`config.mk`:
```
export PLATFORM = sky130hd
export DESIGN_NAME = instr_encoder_flat
export DESIGN_NICKNAME = d
export VERILOG_FILES = /design/src/rtl/instr_encoder_pkg.sv /design/src/rtl/instr_encoder_if.sv /design/src/rtl/instr_pack.sv /design/src/rtl/instr_encoder.sv /design/src/flat_wrapper.sv
export SDC_FILE = /design/constraint.sdc
export NUM_CORES = 1
export LEC_CHECK = 0
export ABC_CLOCK_PERIOD_IN_PS = 1740
export CAP_MARGIN = 20
export CORE_MARGIN = 2
export CORE_UTILIZATION = 42
export DETAILED_ROUTE_END_ITERATION = 10
export PLACE_DENSITY = 0.77
export SYNTH_ARGS = -nofsm -noshare
export SYNTH_HDL_FRONTEND = slang
export SYNTH_SLANG_ARGS = --single-unit
```
`constraint.sdc`:
```
create_clock -name clk -period 1.74 [get_ports clk]
set_input_delay 0.174 -clock clk [delete_from_list [all_inputs] [get_ports clk]]
set_output_delay 0.174 -clock clk [all_outputs]
set_load 0.005 [all_outputs]
```
`src/rtl/instr_encoder_pkg.sv`:
```
// +----------------------------------------------------------------------+
// | instr_encoder_pkg : opcodes, NOP word and FSM encoding (rev 1.0)     |
// +----------------------------------------------------------------------+
`default_nettype none

package instr_encoder_pkg;

  localparam logic [6:0]  c_OP_RTYPE      = 7'b0110011;
  localparam logic [6:0]  c_OP_ITYPE      = 7'b0010011;
  localparam logic [6:0]  c_OP_STYPE      = 7'b0100011;
  localparam logic [6:0]  c_OP_BTYPE      = 7'b1100011;
  localparam logic [6:0]  c_OP_UTYPE_LUI  = 7'b0110111;
  localparam logic [6:0]  c_OP_UTYPE_AUIPC = 7'b0010111;
  localparam logic [6:0]  c_OP_UJTYPE     = 7'b1101111;

  localparam logic [31:0] c_NOP       = 32'h0000_0013;
  localparam logic [31:0] c_ADDR_STEP = 32'd4;
  localparam logic [15:0] c_COUNT_MAX = 16'hFFFF;

  typedef enum logic [1:0] {
    S_IDLE   = 2'd0,
    S_ACTIVE = 2'd1,
    S_DRAIN  = 2'd2
  } state_t;

  typedef struct packed {
    logic [6:0] funct7;
    logic [2:0] funct3;
    logic [6:0] opcode;
  } opfields_t;

endpackage

`default_nettype wire

```
`src/rtl/instr_encoder_if.sv`:
```
// +----------------------------------------------------------------------+
// | instr_encoder_if : field-bundle input and encoded-word output (1.0)  |
// +----------------------------------------------------------------------+
`default_nettype none

interface instr_encoder_if;

  logic        in_valid;
  logic        in_ready;
  logic [16:0] in_opcode;
  logic [4:0]  in_rd;
  logic [4:0]  in_rs1;
  logic [4:0]  in_rs2;
  logic [31:0] in_imm;

  logic        out_valid;
  logic        out_ready;
  logic [31:0] out_instr;
  logic [31:0] out_addr;
  logic        out_illegal;

  // The encoder itself: consumes field bundles, produces words.
  modport slave (
    input  in_valid, in_opcode, in_rd, in_rs1, in_rs2, in_imm, out_ready,
    output in_ready, out_valid, out_instr, out_addr, out_illegal
  );

  // The decoder/memory-writer side surrounding the encoder.
  modport master (
    output in_valid, in_opcode, in_rd, in_rs1, in_rs2, in_imm, out_ready,
    input  in_ready, out_valid, out_instr, out_addr, out_illegal
  );

endinterface

`default_nettype wire

```
`src/rtl/instr_pack.sv`:
```
// +----------------------------------------------------------------------+
// | instr_pack : combinational RV32I field packer with illegal flag (1.0)|
// +----------------------------------------------------------------------+
`default_nettype none

module instr_pack
  import instr_encoder_pkg::*;
(
  input  logic [16:0] i_opcode,
  input  logic [4:0]  i_rd,
  input  logic [4:0]  i_rs1,
  input  logic [4:0]  i_rs2,
  input  logic [31:0] i_imm,
  output logic [31:0] o_instr,
  output logic        o_illegal
);

  opfields_t w_f;
  assign w_f = opfields_t'(i_opcode);

  always_comb begin
    o_instr   = c_NOP;
    o_illegal = 1'b0;
    case (w_f.opcode)
      c_OP_RTYPE:
        o_instr = {w_f.funct7, i_rs2, i_rs1, w_f.funct3, i_rd, w_f.opcode};
      // Shift funct7/shamt already sit in imm[11:0], so shifts need no special case.
      c_OP_ITYPE:
        o_instr = {i_imm[11:0], i_rs1, w_f.funct3, i_rd, w_f.opcode};
      c_OP_STYPE:
        o_instr = {i_imm[11:5], i_rs2, i_rs1, w_f.funct3, i_imm[4:0], w_f.opcode};
      c_OP_BTYPE:
        o_instr = {i_imm[12], i_imm[10:5], i_rs2, i_rs1, w_f.funct3,
                   i_imm[4:1], i_imm[11], w_f.opcode};
      c_OP_UTYPE_LUI, c_OP_UTYPE_AUIPC:
        o_instr = {i_imm[31:12], i_rd, w_f.opcode};
      c_OP_UJTYPE:
        o_instr = {i_imm[20], i_imm[10:1], i_imm[11], i_imm[19:12], i_rd, w_f.opcode};
      default: begin
        o_instr   = c_NOP;
        o_illegal = 1'b1;
      end
    endcase
  end

endmodule

`default_nettype wire

```
`src/rtl/instr_encoder.sv`:
```
// +----------------------------------------------------------------------+
// | instr_encoder : RV32I word encoder with address/count tracking (1.0) |
// +----------------------------------------------------------------------+
`default_nettype none

module instr_encoder
  import instr_encoder_pkg::*;
(
  input  logic               clk,
  input  logic               rst_n,
  input  logic               i_start,
  input  logic [31:0]        i_base_addr,
  input  logic               i_flush,
  output logic               o_busy,
  output logic [15:0]        o_instr_count,
  instr_encoder_if.slave     bus
);

  state_t      r_state;
  logic        r_out_valid;
  logic [31:0] r_out_instr;
  logic [31:0] r_out_addr;
  logic        r_out_illegal;
  logic [31:0] r_addr;
  logic [15:0] r_count;

  logic [31:0] w_pack_instr;
  logic        w_pack_illegal;
  logic        w_in_ready;
  logic        w_in_fire;
  logic        w_out_fire;

  instr_pack u_pack (
    .i_opcode  (bus.in_opcode),
    .i_rd      (bus.in_rd),
    .i_rs1     (bus.in_rs1),
    .i_rs2     (bus.in_rs2),
    .i_imm     (bus.in_imm),
    .o_instr   (w_pack_instr),
    .o_illegal (w_pack_illegal)
  );

  assign w_in_ready = (r_state == S_ACTIVE) && (!r_out_valid || bus.out_ready);
  assign w_in_fire  = bus.in_valid && w_in_ready;
  assign w_out_fire = r_out_valid && bus.out_ready;

  always_ff @(posedge clk or negedge rst_n) begin
    if (!rst_n) begin
      r_state       <= S_IDLE;
      r_out_valid   <= 1'b0;
      r_out_instr   <= 32'd0;
      r_out_addr    <= 32'd0;
      r_out_illegal <= 1'b0;
      r_addr        <= 32'd0;
      r_count       <= 16'd0;
    end else begin
      case (r_state)
        S_IDLE:   if (i_start) r_state <= S_ACTIVE;
        S_ACTIVE: if (i_flush) r_state <= S_DRAIN;
        S_DRAIN:  if (!r_out_valid || w_out_fire) r_state <= S_IDLE;
        default:  r_state <= S_IDLE;
      endcase

      // A new word may replace one leaving in the same cycle.
      if (w_in_fire) begin
        r_out_valid   <= 1'b1;
        r_out_instr   <= w_pack_instr;
        r_out_addr    <= r_addr;
        r_out_illegal <= w_pack_illegal;
      end else if (w_out_fire) begin
        r_out_valid   <= 1'b0;
      end

      // Nothing can transfer in IDLE, so start never collides with a count/address step.
      if ((r_state == S_IDLE) && i_start) begin
        r_addr  <= i_base_addr;
        r_count <= 16'd0;
      end else begin
        if (w_in_fire) begin
          r_addr <= r_addr + c_ADDR_STEP;
        end
        if (w_out_fire && (r_count != c_COUNT_MAX)) begin
          r_count <= r_count + 16'd1;
        end
      end
    end
  end

  assign bus.in_ready    = w_in_ready;
  assign bus.out_valid   = r_out_valid;
  assign bus.out_instr   = r_out_instr;
  assign bus.out_addr    = r_out_addr;
  assign bus.out_illegal = r_out_illegal;
  assign o_busy          = (r_state != S_IDLE);
  assign o_instr_count   = r_count;

endmodule

`default_nettype wire
```
`src/flat_wrapper.sv`:
```
// flat-port wrapper written by rule: the top's interface ports become plain ports
module instr_encoder_flat import instr_encoder_pkg::*;
  (clk, rst_n, i_start, i_base_addr, i_flush, o_busy, o_instr_count, bus_in_valid, bus_in_opcode, bus_in_rd, bus_in_rs1, bus_in_rs2, bus_in_imm, bus_out_ready, bus_in_ready, bus_out_valid, bus_out_instr, bus_out_addr, bus_out_illegal);
  instr_encoder_if bus_i ();
  input  logic clk;
  input  logic rst_n;
  input  logic i_start;
  input  logic [31:0] i_base_addr;
  input  logic i_flush;
  output logic o_busy;
  output logic [15:0] o_instr_count;
  input wire logic [$bits(bus_i.in_valid)-1:0] bus_in_valid;
  input wire logic [$bits(bus_i.in_opcode)-1:0] bus_in_opcode;
  input wire logic [$bits(bus_i.in_rd)-1:0] bus_in_rd;
  input wire logic [$bits(bus_i.in_rs1)-1:0] bus_in_rs1;
  input wire logic [$bits(bus_i.in_rs2)-1:0] bus_in_rs2;
  input wire logic [$bits(bus_i.in_imm)-1:0] bus_in_imm;
  input wire logic [$bits(bus_i.out_ready)-1:0] bus_out_ready;
  output wire logic [$bits(bus_i.in_ready)-1:0] bus_in_ready;
  output wire logic [$bits(bus_i.out_valid)-1:0] bus_out_valid;
  output wire logic [$bits(bus_i.out_instr)-1:0] bus_out_instr;
  output wire logic [$bits(bus_i.out_addr)-1:0] bus_out_addr;
  output wire logic [$bits(bus_i.out_illegal)-1:0] bus_out_illegal;
  assign bus_i.in_valid = bus_in_valid;
  assign bus_i.in_opcode = bus_in_opcode;
  assign bus_i.in_rd = bus_in_rd;
  assign bus_i.in_rs1 = bus_in_rs1;
  assign bus_i.in_rs2 = bus_in_rs2;
  assign bus_i.in_imm = bus_in_imm;
  assign bus_i.out_ready = bus_out_ready;
  assign bus_in_ready = bus_i.in_ready;
  assign bus_out_valid = bus_i.out_valid;
  assign bus_out_instr = bus_i.out_instr;
  assign bus_out_addr = bus_i.out_addr;
  assign bus_out_illegal = bus_i.out_illegal;
  instr_encoder u_core (.clk(clk), .rst_n(rst_n), .i_start(i_start), .i_base_addr(i_base_addr), .i_flush(i_flush), .o_busy(o_busy), .o_instr_count(o_instr_count), .bus(bus_i));
endmodule
```
**Word-level counts from Yosys, hierarchy flattened**

Index checks and enable logic that the tools add are counted.

- Reductions and logical operators: 16
- Multiplexer cells: 12
- Equality and inequality tests: 13
- Add/sub/neg operators: 2

Operators with widths:

| cell | number |
|---|---|
| 32-bit case mux with 6 select lines | 1 |
| 32-bit 2-to-1 mux | 2 |
| 32-bit by 3-bit adder with 32-bit output, second input constant | 1 |
| 16-bit 2-to-1 mux | 2 |
| 7-bit by 6-bit equality test with 1-bit output, second input constant | 3 |
| 16-bit by 1-bit adder with 16-bit output, second input constant | 1 |
| 16-bit != test, second input constant | 1 |
| 7-bit by 5-bit equality test with 1-bit output, second input constant | 2 |
| 7-bit equality test, second input constant | 2 |
| 2-bit nonzero test | 4 |
| 7-bit OR reduction | 1 |
| 2-bit 2-to-1 mux | 3 |
| 2-bit case mux with 3 select lines | 1 |
| 1-bit logical AND | 5 |
| 2-bit != test, second input constant | 2 |
| 1-bit 2-to-1 mux | 3 |
| 3-bit AND reduction | 1 |
| 2-bit by 1-bit equality test with 1-bit output, second input constant | 1 |
| 2-bit equality test, second input constant | 1 |
| 2-bit zero test | 1 |
| 1-bit logical OR | 2 |
| 2-bit by 1-bit != test with 1-bit output, second input constant | 1 |
| 2-bit OR reduction | 1 |
| 1-bit zero test | 1 |

- Bits of input ports: 102
- Register bits: 116
- Output and inout bits: 84

**Longest topological paths before layout**

- Depth after elaboration: 6
- Gate-level depth with buffers: 7
- Gate-level depth less buffers: 6

**Hierarchy**

From an unflattened synthesis, not the netlist that was laid out.

- Cells, all modules: 674
- Area, all modules: 5899.4 um^2

Modules (own cells, without submodules):

| module | area each (um^2) | cells an instance | instances |
|---|---|---|---|
| instr_encoder | 5246.3 | 589 | 1 |
| instr_pack | 653.1 | 85 | 1 |

**Worst setup path after synthesis**

Ideal clock, no wire load.

- Kind: flip-flop to flip-flop
- Start: reg u_core.r_addr[2]
- End: reg u_core.r_addr[30]
- Buffers on the path: 0
- Required time: 1671 ps
- Setup slack: -128 ps
- Arrival: 1800 ps
- Clock period less this slack: 1868 ps
- Stages on the path, launching flop included: 7
- Path through: dfrtp_1 -> ha_1 -> inv_1 -> nor4_1 -> nand3_1 -> or3b_1 -> nand3_1

- Longest elaborated chain between the ends: 3

Ends and longest elaborated chain:

| item | line | RTL |
|---|---|---|
| start, declared | instr_encoder.sv:24 | `logic [31:0] r_addr;` |
| start signal, assigned | instr_encoder.sv:76 | `r_addr <= i_base_addr;` |
| start signal, assigned | instr_encoder.sv:80 | `r_addr <= r_addr + c_ADDR_STEP;` |
| 32-bit by 3-bit adder with 32-bit output | instr_encoder.sv:80 |  |
| 32-bit 2-to-1 mux | instr_encoder.sv:79 | `if (w_in_fire) begin` |
| 32-bit 2-to-1 mux | instr_encoder.sv:75 | `if ((r_state == S_IDLE) && i_start) begin` |

Every way passes these cells. The select of a mux whose other input is x is not followed.
A chain may end at the register's enable or synchronous reset.

**Worst setup path after layout**

- Start: reg u_core.r_addr[5]
- End: reg u_core.r_addr[23]

The elaborated chain is that of the path after synthesis.

==> reports/metrics.cfg <==
[synth]
synth_mux_area_frac = 0.00733
synth.area.top_cells = dfrtp_1 52%, nand2_1 11%, nor2_1 3.7%, xnor2_1 2.8%, a221oi_1 2.5%
synth_top_family_by_area = simple AND/OR/NAND/NOR gates
synth-seq-cells = 116
yosysWarnings = 0
syn_nets = 722
ys_async_sr_fraction = 1.00
synthAdderAreaFrac = 0.00444
synthSimpleGateAreaFrac = 0.265
synth.yosys.seq_area_share = 0.515
syn_inst = 618
synth_area_um2 = 5640
synth-compound-area-share = 0.138
synth_top_area_share = 0.515
synth_largest_area_cell = dfrtp_1
synthFlopType = dfrtp_1
synth_xor_xnor_area_share = 0.0420
syn_area_per_cell_um2 = 9.12
synth_edf_count = 0
ys_types = 56

[timing]
fin_crit_sh = 1.03
min_period_ns = 1.79
setup_viol = 6
hold_violations = 0
worst_pin_slew_ns = 0.547
fin_skew_ns = 0.0142
finalWorstSetupSlack_ns = -0.0514
rsz0062_at_grt = true
slew_viol_final = 0
max_slew_margin = 0.632
max_freq_ghz = 0.558

[critical_path]
crit_path_max_incr_delay_ns = 0.55
crit_path_end = u_core.r_addr[23]
crit_family = simple AND/OR/NAND/NOR gates
worst-path-buf-inv = 0
r2r-end = u_core.r_addr[23]
cp.depth = 5
cp-startpoint = u_core.r_addr[5]
cp.arrival_ns = 2.11
crit_type = reg2reg
critPathCaptureType = flip-flop
critPathLaunchType = flip-flop
crit_chain = nand4_4 > or4_4 > nor4_4 > nor3_2 > a211oi_1
cp.required_ns = 2.06
r2r_cells = 5
critPathSlowestCell = or4_4
r2r_slack_ns = -0.05
crit_fanout = 6
worst_r2r_startpoint = u_core.r_addr[5]

[layout]
final_common_cell = clkdlybuf4s50_1
final_cell_mix = 182 x clkdlybuf4s50_1, 170 x nand2_1, 113 x dfrtp_1
fill_cells = 1003
nNetsFinal = 1004
final_cell_area_um2 = 9230
finalNonFillerCells = 1087
layout-drive-gt1-share = 0.196
syn2layout_area_growth_pct = 63.9
antenna_cells = 0
utilization = 0.700

[placement]
dpl-instance-area_um2 = 8470
gp_congestion = 0.962
io_buffers = 185
placed_cells = 1046
post-dp-hpwl_um = 13300
pre_cts_slack_ns = -0.390

[pwr]
leakagePower_nw = 4.07
pwr_density_cell_nw_per_um2 = 1360
total_power_w = 0.0126
peakVddDrop_mv = 0.610

[detailed_routing]
ant_nets = 0
finalWirelength_um = 18400
routed_via_density = 5.46
drt_iter0_drc = 428
wl_per_cell_um = 16.9
num_vias = 5935
drc = 0
dr.pass1.iters = 5

[outcome]
violations = setup timing
status = complete, but fails checks

[clock_tree]
ctsLongestPathBuffers = 2
cts_tree = done
cts_root_buf = clkbuf_16
clock-sinks = 116
cts_made_buffers = 17
path_clk_slew_ns = 0.05
h-tree-depth = 4
clock_latency_ns = 0.41

[worst_hold_path]
min_path_type = in2async

[die]
die-area_um2 = 14400
rows = 42
die_w_um = 120
coreArea_um2 = 13200
die_h_um = 120
initial_core_util = 0.427
ios = 186

[global_routing]
grt_pass1_wl_um = 28800
globalRouteOverflowTotal = 0
grt_pass1_vias = 5965
track_usage = 0.254
grt_antenna_before_repair = 0
grt_max_degree = 48

[run]
cap_violations = 0

## routing by layer
layer | vias up | share of wire | GRT usage
li1 | 2759 | - | -
met1 | 2884 | 0.41 | 0.308
met2 | 254 | 0.51 | 0.446
met3 | 38 | 0.064 | 0.0580
met4 | 0 | 0.019 | 0.0824
met5 | - | 0 | 0
## registers in the layout, summed over array words and instances (netlist names)
signal,flops
u_core.r_addr,32
u_core.bus.out_addr,32
u_core.o_instr_count,16
u_core.bus.out_valid,1
u_core.r_state,2
u_core.bus.out_illegal,1
u_core.bus.out_instr,32
## worst min path at each step
stage,start,to,depth (start not counted)
6_report,rst_n,u_core.bus.out_addr[20],2
5_1_grt,rst_n,u_core.bus.out_addr[15],2
4_1_cts,rst_n,u_core.bus.out_addr[24],2
3_5_place_dp,rst_n,u_core.bus.out_addr[25],1
3_3_place_gp,rst_n,u_core.bus.out_addr[27],1
2_1_floorplan,rst_n,u_core.bus.out_addr[0],0
## cells in the mapped netlist (7+ instances only)
master    count
clkbuf_1     23
a222oi_1      7
nand2_1     171
a221oi_1     16
a21oi_1      15
nor3_1       16
nand3_1      19
xnor2_1      18
xor2_1        9
nand4_1      19
o21ai_0      23
inv_1         7
dfrtp_1     116
a22oi_1       7
nor2_1       55
## cell type report
| class | count | area [µm²] | share of cell area |
|---|---|---|---|
| Clock buffer | 24 | 482 | 0.0522 |
| Clock inverter | 6 | 55.1 | 0.00596 |
| Inverter | 7 | 26.3 | 0.00285 |
| Multi-Input combinational cell | 462 | 2760 | 0.299 |
| Sequential cell | 116 | 2910 | 0.315 |
| Tap cell | 176 | 220 | 0.0238 |
| Timing Repair Buffer | 296 | 2780 | 0.301 |
## where the power goes
group | switching [W] | internal, W
Combinational | 0.00238 | 0.00272
Clock | 0.00115 | 0.00204
Sequential | 0.000666 | 0.00363
## metrics by stage
stage | setup TNS (ns) | hold slack (ns)
detailed placement | -10.65 | 0.144
global route | -0.802 | 0.296
floorplan | 0 | -0.122
CTS | -0.102 | 0.267
global placement | -7.33 | 0.139
finish | -0.177 | 0.259
## logic make-up after synthesis
| group | Yosys count |
|---|---|
| AND/OR/NAND/NOR | 320 |
| flip-flops | 116 |
| AO/OA/AOI/OAI | 109 |
| buffers and inverters | 40 |
| XOR/XNOR | 27 |
| multiplexers | 4 |
| adder cells (fa/ha/maj) | 2 |
## what timing repair did
| item | 4_1_cts | 5_1_grt |
|---|---|---|
| setup endpoints to repair | 11 | 44 |
| gates resized for setup | 21 | 15 |
| endpoints found under the hold margin | 29 | 0 |
| setup buffers | 3 | 8 |
| hold buffers | 1 | 0 |
| pin swaps | 5 | 13 |
Power figures use the tool's default switching activity.
